## config.mk

```make
export PLATFORM = sky130hd
export DESIGN_NAME = sorted_ram_writer_flat
export DESIGN_NICKNAME = d
export VERILOG_FILES = /design/src/rtl/sorted_ram_writer_if.sv /design/src/rtl/sorted_ram_writer.sv /design/src/flat_wrapper.sv
export SDC_FILE = /design/constraint.sdc
export NUM_CORES = 1
export LEC_CHECK = 0
export ABC_AREA = 1
export CAP_MARGIN = 20
export CORE_ASPECT_RATIO = 0.9
export CORE_MARGIN = 4
export CORE_UTILIZATION = 56
export CTS_CLUSTER_SIZE = 16
export DETAILED_ROUTE_END_ITERATION = 10
export HOLD_SLACK_MARGIN = 0.06
export PLACE_DENSITY = 0.73
export REMOVE_ABC_BUFFERS = 1
export SYNTH_ARGS = -nofsm -noshare
export SYNTH_HDL_FRONTEND = slang
export SYNTH_SLANG_ARGS = --single-unit
```

## constraint.sdc

```tcl
create_clock -name clk -period 4.6 [get_ports clk]
set_clock_uncertainty 0.05 [all_clocks]
set_input_delay 0.69 -clock clk [delete_from_list [all_inputs] [get_ports clk]]
set_output_delay 0.69 -clock clk [all_outputs]
set_load 0.02 [all_outputs]
```

## src/rtl/sorted_ram_writer_if.sv

```systemverilog
// Start/done handshake plus status and asynchronous read port of the
// insertion-sorted register memory.
interface sorted_ram_writer_if #(
    parameter int DATA_WIDTH = 8,
    parameter int ADDR_WIDTH = 5
);
    logic                  s;
    logic [DATA_WIDTH-1:0] A;
    logic                  done;
    logic                  full;
    logic [ADDR_WIDTH-1:0] loc;
    logic [ADDR_WIDTH:0]   count;
    logic [ADDR_WIDTH-1:0] rd_addr;
    logic [DATA_WIDTH-1:0] rd_data;

    modport master (
        output s, A, rd_addr,
        input  done, full, loc, count, rd_data
    );

    modport slave (
        input  s, A, rd_addr,
        output done, full, loc, count, rd_data
    );
endinterface

```

## src/rtl/sorted_ram_writer.sv

```systemverilog
// Insertion-sort writer: keeps mem[0..count-1] in ascending order, one
// insert per start request, shifting larger entries up one slot per cycle.
module sorted_ram_writer #(
    parameter int DATA_WIDTH = 8,
    parameter int ADDR_WIDTH = 5
) (
    input  logic                clk,
    input  logic                reset,
    sorted_ram_writer_if.slave  bus
);
    localparam logic [ADDR_WIDTH:0] CAP = {1'b1, {ADDR_WIDTH{1'b0}}};
    localparam int DEPTH = 1 << ADDR_WIDTH;

    typedef enum logic [1:0] {
        IDLE  = 2'd0,
        SHIFT = 2'd1,
        WRITE = 2'd2,
        DONE  = 2'd3
    } state_t;

    state_t                state;
    state_t                next_state;
    logic [DATA_WIDTH-1:0] mem [0:DEPTH-1];
    logic [DATA_WIDTH-1:0] a_reg;
    logic [ADDR_WIDTH:0]   ptr;
    logic [ADDR_WIDTH:0]   count;
    logic [ADDR_WIDTH-1:0] loc;
    logic                  done;
    logic                  full;

    logic [ADDR_WIDTH-1:0] wr_idx;
    logic [ADDR_WIDTH-1:0] prev_idx;
    logic                  is_full;
    logic                  prev_greater;
    logic                  accept;
    logic                  reject;
    logic                  shift_en;
    logic                  write_en;

    // ptr never reaches CAP while inserting, so its low bits address mem.
    assign wr_idx       = ptr[ADDR_WIDTH-1:0];
    assign prev_idx     = wr_idx - ADDR_WIDTH'(1);
    assign is_full      = (count == CAP);
    // Strict compare keeps equal values in arrival order.
    assign prev_greater = (ptr != {(ADDR_WIDTH+1){1'b0}}) && (mem[prev_idx] > a_reg);

    assign bus.done    = done;
    assign bus.full    = full;
    assign bus.loc     = loc;
    assign bus.count   = count;
    assign bus.rd_data = mem[bus.rd_addr];

    // State register.
    always_ff @(posedge clk) begin
        if (reset) begin
            state <= IDLE;
        end else begin
            state <= next_state;
        end
    end

    // Next-state decode.
    always_comb begin
        next_state = state;
        case (state)
            IDLE: begin
                if (bus.s) begin
                    next_state = is_full ? DONE : SHIFT;
                end else begin
                    next_state = IDLE;
                end
            end
            SHIFT: begin
                if (prev_greater) begin
                    next_state = SHIFT;
                end else begin
                    next_state = WRITE;
                end
            end
            WRITE:   next_state = DONE;
            DONE: begin
                if (bus.s) begin
                    next_state = DONE;
                end else begin
                    next_state = IDLE;
                end
            end
            default: next_state = IDLE;
        endcase
    end

    // Datapath enables decoded from the current state.
    always_comb begin
        accept   = 1'b0;
        reject   = 1'b0;
        shift_en = 1'b0;
        write_en = 1'b0;
        case (state)
            IDLE: begin
                accept = bus.s & ~is_full;
                reject = bus.s & is_full;
            end
            SHIFT:   shift_en = prev_greater;
            WRITE:   write_en = 1'b1;
            DONE:    write_en = 1'b0;
            default: write_en = 1'b0;
        endcase
    end

    // Control/status registers; done is registered so it is high exactly in DONE.
    always_ff @(posedge clk) begin
        if (reset) begin
            a_reg <= {DATA_WIDTH{1'b0}};
            ptr   <= {(ADDR_WIDTH+1){1'b0}};
            count <= {(ADDR_WIDTH+1){1'b0}};
            loc   <= {ADDR_WIDTH{1'b0}};
            full  <= 1'b0;
            done  <= 1'b0;
        end else begin
            done <= (next_state == DONE);
            if (accept) begin
                a_reg <= bus.A;
                ptr   <= count;
                full  <= 1'b0;
            end else if (reject) begin
                full <= 1'b1;
            end else if (shift_en) begin
                ptr <= ptr - (ADDR_WIDTH+1)'(1);
            end else if (write_en) begin
                loc   <= wr_idx;
                count <= count + (ADDR_WIDTH+1)'(1);
            end
        end
    end

    // Memory array: shift the larger neighbour up, then drop the new value in.
    always_ff @(posedge clk) begin
        if (!reset) begin
            if (shift_en) begin
                mem[wr_idx] <= mem[prev_idx];
            end else if (write_en) begin
                mem[wr_idx] <= a_reg;
            end
        end
    end
endmodule

```

## src/flat_wrapper.sv

```systemverilog
// flat-port wrapper written by rule: the top's interface ports become plain ports
module sorted_ram_writer_flat 
#(
    parameter int DATA_WIDTH = 8,
    parameter int ADDR_WIDTH = 5
)
  (clk, reset, bus_s, bus_A, bus_rd_addr, bus_done, bus_full, bus_loc, bus_count, bus_rd_data);
  sorted_ram_writer_if #(.DATA_WIDTH(DATA_WIDTH), .ADDR_WIDTH(ADDR_WIDTH)) bus_i ();
  input  logic clk;
  input  logic reset;
  input wire logic [$bits(bus_i.s)-1:0] bus_s;
  input wire logic [$bits(bus_i.A)-1:0] bus_A;
  input wire logic [$bits(bus_i.rd_addr)-1:0] bus_rd_addr;
  output wire logic [$bits(bus_i.done)-1:0] bus_done;
  output wire logic [$bits(bus_i.full)-1:0] bus_full;
  output wire logic [$bits(bus_i.loc)-1:0] bus_loc;
  output wire logic [$bits(bus_i.count)-1:0] bus_count;
  output wire logic [$bits(bus_i.rd_data)-1:0] bus_rd_data;
  assign bus_i.s = bus_s;
  assign bus_i.A = bus_A;
  assign bus_i.rd_addr = bus_rd_addr;
  assign bus_done = bus_i.done;
  assign bus_full = bus_i.full;
  assign bus_loc = bus_i.loc;
  assign bus_count = bus_i.count;
  assign bus_rd_data = bus_i.rd_data;
  sorted_ram_writer #(.DATA_WIDTH(DATA_WIDTH), .ADDR_WIDTH(ADDR_WIDTH)) u_core (.clk(clk), .reset(reset), .bus(bus_i));
endmodule
```

### Yosys cells after proc, flatten, opt, wreduce, memory -nomap -nowiden

Memory sizes are Yosys's and may differ from the RTL's.
Index checks and enable logic that the tools add are counted.

* bits in writable memories: 256
* ROM bits: 0
* output and inout port bits: 21
* bits in latches: 0
* memories: 1
* flip-flop bits (word level): 29

Memories
* u_core.mem: words 32, bits a word 8, read ports 2, clocked after Yosys merged registers in 0, write ports 1, line sorted_ram_writer.sv:23 `logic [DATA_WIDTH-1:0] mem [0:DEPTH-1];`

* add/subtract/negate cells: 3
* bitwise gates (word level): 7
* equality and inequality tests: 6
* multipliers: 0
* reduce and logical (&&, ||, !) cells: 7
* muxes and demuxes: 20
* magnitude comparators: 1
* shift operators: 0
* divide/modulo/power cells: 0

Operators by type and width (count)
* 6-bit two-way mux: 3
* 1-bit two-way mux: 11
* 8-bit greater-than comparator: 1
* 2-bit two-way mux: 4
* 8-bit two-way mux: 1
* 2-bit one-hot mux with 4 select lines: 1
* 6-bit by 1-bit adder with 6-bit output, second input constant: 1
* 2-bit equality test, second input constant: 3
* 6-bit equality test, second input constant: 1
* 6-bit nonzero test: 1
* 6-bit by 1-bit subtractor with 6-bit output, second input constant: 1
* 5-bit by 1-bit subtractor with 5-bit output, second input constant: 1
* 1-bit NOT: 4
* 4-bit AND reduction: 1
* 1-bit AND: 2
* 2-bit by 1-bit equality test with 1-bit output, second input constant: 1
* 2-bit logical NOT: 1
* 2-bit by 1-bit != test with 1-bit output, second input constant: 1
* 2-bit AND reduction: 1
* 2-bit nonzero test: 1
* 2-bit OR reduction: 1
* 1-bit logical AND: 1
* 1-bit OR: 1

### Depth between registers and ports, before layout

An unclocked memory read counts as a cell.

* depth in word-level cells: 9
* mapped depth: 26
* depth with buffers taken out: 22

### Worst setup path after synthesis

Ideal clock, no wire load.

* path kind: register -> register
* start: reg u_core.ptr[0]
* end: mem u_core.mem[0][0] (enable)
* slack: 0.862 ns
* period minus slack after synthesis: 3.738 ns
* buffers on the path: 4
* arrival time: 3.317 ns
* required time: 4.180 ns
* stages on the path, launching flop included: 22
* path through: dfxtp_1 -> inv_2 -> buf_2 -> buf_2 -> ha_1 -> buf_2 -> inv_2 -> clkbuf_1 -> nand3_1 -> nand3_1 -> nand3_1 -> nand3_1 -> nand2_1 -> ha_1 -> nand2_1 -> nor2_1 -> nand2_1 -> nand2_1 -> nand4_1 -> nand2_2 -> nand2_2 -> nor2_1

* cells in the longest elaborated chain, start to end: 9
* elaborated cells on any way between the ends: 13
* those cells by class: add/sub (1); order compare (1); mux (7); bitwise (1); reduce/logical (2); memory (1)

RTL lines
* from (decl): line sorted_ram_writer.sv:25 `logic [ADDR_WIDTH:0] ptr;`
* from (signal assigned): line sorted_ram_writer.sv:114 `ptr <= {(ADDR_WIDTH+1){1'b0}};`
* from (signal assigned): line sorted_ram_writer.sv:123 `ptr <= count;`
* from (signal assigned): line sorted_ram_writer.sv:128 `ptr <= ptr - (ADDR_WIDTH+1)'(1);`
* 5-bit by 1-bit subtractor with 5-bit output: line sorted_ram_writer.sv:42 `assign prev_idx = wr_idx - ADDR_WIDTH'(1);`
* memory read 32 x 8 bit
* 8-bit greater-than comparator: line sorted_ram_writer.sv:45 `assign prev_greater = (ptr != {(ADDR_WIDTH+1){1'b0}}) && (mem[prev_idx] > a_reg);`
* 1-bit logical AND: line sorted_ram_writer.sv:45
* 1-bit two-way mux: line sorted_ram_writer.sv:98 `case (state)`
* 1-bit two-way mux: line sorted_ram_writer.sv:139 `if (shift_en) begin`
* 1-bit two-way mux: line sorted_ram_writer.sv:138 `if (!reset) begin`
* 1-bit two-way mux, on equally long branches: line sorted_ram_writer.sv:140, sorted_ram_writer.sv:142
* 1-bit OR (no source line)
* to (decl): line sorted_ram_writer.sv:23

Parallel ways exist; a longest one is shown, timed or not.

### Worst setup path in the final report

* start: reg u_core.ptr[1]
* end: mem u_core.mem[5][6] (enable)

Same word-level chain as after synthesis.

==> impl_metrics.env <==
export IMPL_status="completed"
export IMPL_cp_slowest_stage_delay_ns=0.56
export IMPL_arrival_ns=4.33
export IMPL_stdcell_area_sq_um=16500
export IMPL_hold_violations=0
export IMPL_antenna_found_initial=0
export IMPL_regToRegSetupSlack_ns=0.42
export IMPL_dp_cells=2011
export IMPL_dp_final_hpwl_mm=29.3
export IMPL_grt_pass1_wl_mm=70.4
export IMPL_internal_power_mw=7.46
export IMPL_detailedPlace_worstSlack_ns=0.461
export IMPL_synth_edf_count=256
export IMPL_start_kind="flip-flop"
export IMPL_power_switching_mw=6.16
export IMPL_dr_pass1_iters=7
export IMPL_whs_ns=0.453
export IMPL_diodes=0
export IMPL_p_sw_share_pct=45.2
export IMPL_r2r_start="u_core.ptr[1]"
export IMPL_cts_sinks=285
export IMPL_grt_pass1_vias=11857
export IMPL_min_from="u_core.a_reg[5]"
export IMPL_cts_root_buf="clkbuf_16"
export IMPL_grt_overflow_total=0
export IMPL_required_ns=4.75
export IMPL_drt_initial_drc_count=2293
export IMPL_critPathTopFamily="simple AND/OR/NAND/NOR gates"
export IMPL_maxCapViolCount=0
export IMPL_p_total_mw=13.6
export IMPL_synth_top_area_share_pct=52.6
export IMPL_synth_largest_area_cell="edfxtp_1"
export IMPL_period_share_pct=90.8
export IMPL_startpoint="u_core.ptr[1]"
export IMPL_synthTopCellsByCount="nand2_1, nand3_1, edfxtp_1, nor2_1, a21oi_1"
export IMPL_critical_path_class="reg -> reg"
export IMPL_syn_inst=1684
export IMPL_ys_top_cells_by_area="edfxtp_1, nand2_1, nand3_1"
export IMPL_clockBufferDepth=3
export IMPL_power_frac_clock_pct=18.1
export IMPL_cp_max_fo=53
export IMPL_ctsHoldBuffers=0
export IMPL_cts_clk_slew_worst_paths_ns=0.07
export IMPL_fin_tns_setup_ns=0
export IMPL_ys_types=35
export IMPL_drive_gt1_share_pct=7.61
export IMPL_vias_per_cell=6.29
export IMPL_io_buffer_count=36
export IMPL_die_height_um=161
export IMPL_cts_tree="yes"
export IMPL_ys_seq_elements=285
export IMPL_cts_setup_buffers=0
export IMPL_cts_buffers=29
export IMPL_min_period_ns=4.18
export IMPL_layout_setup_ws_ns=0.422
export IMPL_total_leakage_power_nw=6.43
export IMPL_pwr_share_seq_pct=33.5
export IMPL_yosysMostFrequentCell="nand2_1"
export IMPL_synth_warnings=0
export IMPL_max_freq_mhz=239
export IMPL_track_usage_pct=31.9
export IMPL_finalNonFillerCells=2064
export IMPL_setup_viol=0
export IMPL_rows=55
export IMPL_drv_slew=0
export IMPL_critical_path_endpoint_type="flip-flop"
export IMPL_placed_cell_area_sq_um=15500
export IMPL_drc=0
export IMPL_h_tree_depth=1
export IMPL_hp_class="reg -> reg"
export IMPL_rsz0062_at_grt="false"
export IMPL_gp_congestion=1.02
export IMPL_ys_seq_area_share_pct=56.6
export IMPL_powerDensity_nw_per_um2=827
export IMPL_fin_util_pct=64.9
export IMPL_start_util_pct=57.6
export IMPL_num_vias=12973
export IMPL_tightest_slew_ns=0.878
export IMPL_clock_latency_ns=0.56
export IMPL_largest_reg_flops=256
export IMPL_wire_per_inst_um=22.5
export IMPL_reg2reg_to="u_core.mem[5][6]"
export IMPL_syn2layout_area_growth_pct=12.7
export IMPL_grt_max_degree=140
export IMPL_synth_flop_cell="edfxtp_1"
export IMPL_ant_nets=0
export IMPL_crit_path_cell_trace="inv_1, ha_2, inv_2, buf_12, nand3_1, nand3_1, nand3_1, nand3_1, nand2_1, ha_1, nand2_1, nand2_1, nand2_1, nand2_1, nand2_1, nand2_1, nand4_1, nand2_2, nand2_2, nor2_1"
export IMPL_crit_path_frequent_cell="nand2_1"
export IMPL_async_flop_share_pct=0
export IMPL_holdPathStages=2
export IMPL_final_nets=1731
export IMPL_hold_end="u_core.a_reg[5]"
export IMPL_core_area_sq_um=25400
export IMPL_comb_power_share_pct=48.4
export IMPL_cpMaxStageDelayCell="nor2_1"
export IMPL_io_pins=37
export IMPL_r2r_worst_path_cells=20
export IMPL_die_width_um=178
export IMPL_avgSynthCellArea_sq_um=8.68
export IMPL_critPathBufInv=3
export IMPL_die_area_sq_um=28800
export IMPL_max_slew_margin_rel_pct=41.3
export IMPL_ir_drop_v=0.000878
export IMPL_routed_wl_mm=46.4
export IMPL_synth_area_sq_um=14600
export IMPL_cts_resized=0
## worst register-to-register path, delay by kind of cell (launching register included)
family,cells,cell delay [ns]
AND/OR/NAND/NOR,15,2.19
adder cells (fa/ha/maj),2,0.68
buffers and inverters,3,0.57
flip-flops,1,0.34
## cell type report
class / instances / area [sq um]
fill: 2037 / 8920
sequential: 285 / 8270
multi-input combinational: 1236 / 5630
timing repair buffer: 95 / 946
clock buffer: 35 / 812
tap: 342 / 428
inverter: 53 / 206
clock inverter: 18 / 183
## cell families (layout without fill, tap and decap cells)
kind of cell	after synthesis	after routing	share of synthesized area (%)
simple gates	1031	1031	29.5
flops	285	285	56.6
compound gates	186	186	7.04
buf+inv	163	201	4.96
fa+ha+maj	15	15	1.28
xor+xnor	4	4	0.625
## layer usage
| layer | track usage [%] | up-vias | share of wire, % |
|---|---|---|---|
| li1 | - | 5788 | - |
| met1 | 46.9 | 6057 | 39 |
| met2 | 47.7 | 980 | 44 |
| met3 | 7.37 | 148 | 13 |
| met4 | 9.14 | 0 | 3.6 |
| met5 | 0 | - | 0 |
## placed cells by master, fill, tap and decap left out, types with 2 or more instances in the layout
cell / Yosys / final
a21oi_1: 81 / 81
buf_12: 0 / 12
buf_4: 6 / 48
bufinv_16: 0 / 3
clkbuf_1: 46 / 3
clkbuf_16: 0 / 32
clkdlybuf4s50_1: 0 / 34
clkinv_1: 1 / 5
clkinv_2: 0 / 2
clkinv_4: 0 / 2
dfxtp_1: 29 / 28
edfxtp_1: 256 / 256
ha_1: 15 / 14
inv_1: 43 / 43
inv_2: 8 / 6
inv_4: 1 / 7
inv_6: 0 / 2
nand2_1: 563 / 563
nand2_2: 6 / 6
nand3_1: 313 / 313
nor2_1: 137 / 137
nor3_1: 6 / 6
o211ai_1: 4 / 4
o21ai_0: 68 / 68
o21ai_1: 2 / 2
o31ai_1: 27 / 27
xor2_4: 2 / 2
## worst max path at each step
| stage | to | slack (ns) | depth (start not counted) |
|---|---|---|---|
| floorplan | u_core.mem[0][0] | -4.13 | 20 |
| global placement | u_core.mem[5][5] | 0.64 | 20 |
| detailed placement | u_core.mem[5][5] | 0.46 | 20 |
| CTS | u_core.mem[5][6] | 0.47 | 20 |
| global route | u_core.mem[5][5] | 0.15 | 20 |
| finish | u_core.mem[5][6] | 0.42 | 20 |
## power groups by stage
stage               sequential, mW  clock, mW  combinational, mW
floorplan                     4.71          0               3.18
finish                        4.57       2.46               6.59
detailed placement            4.62          0               6.44
global route                  4.58       2.60               6.98
CTS                           4.57       2.48               6.44
global placement              4.61          0               6.37
Note: power is estimated with default switching activity, not from simulation.
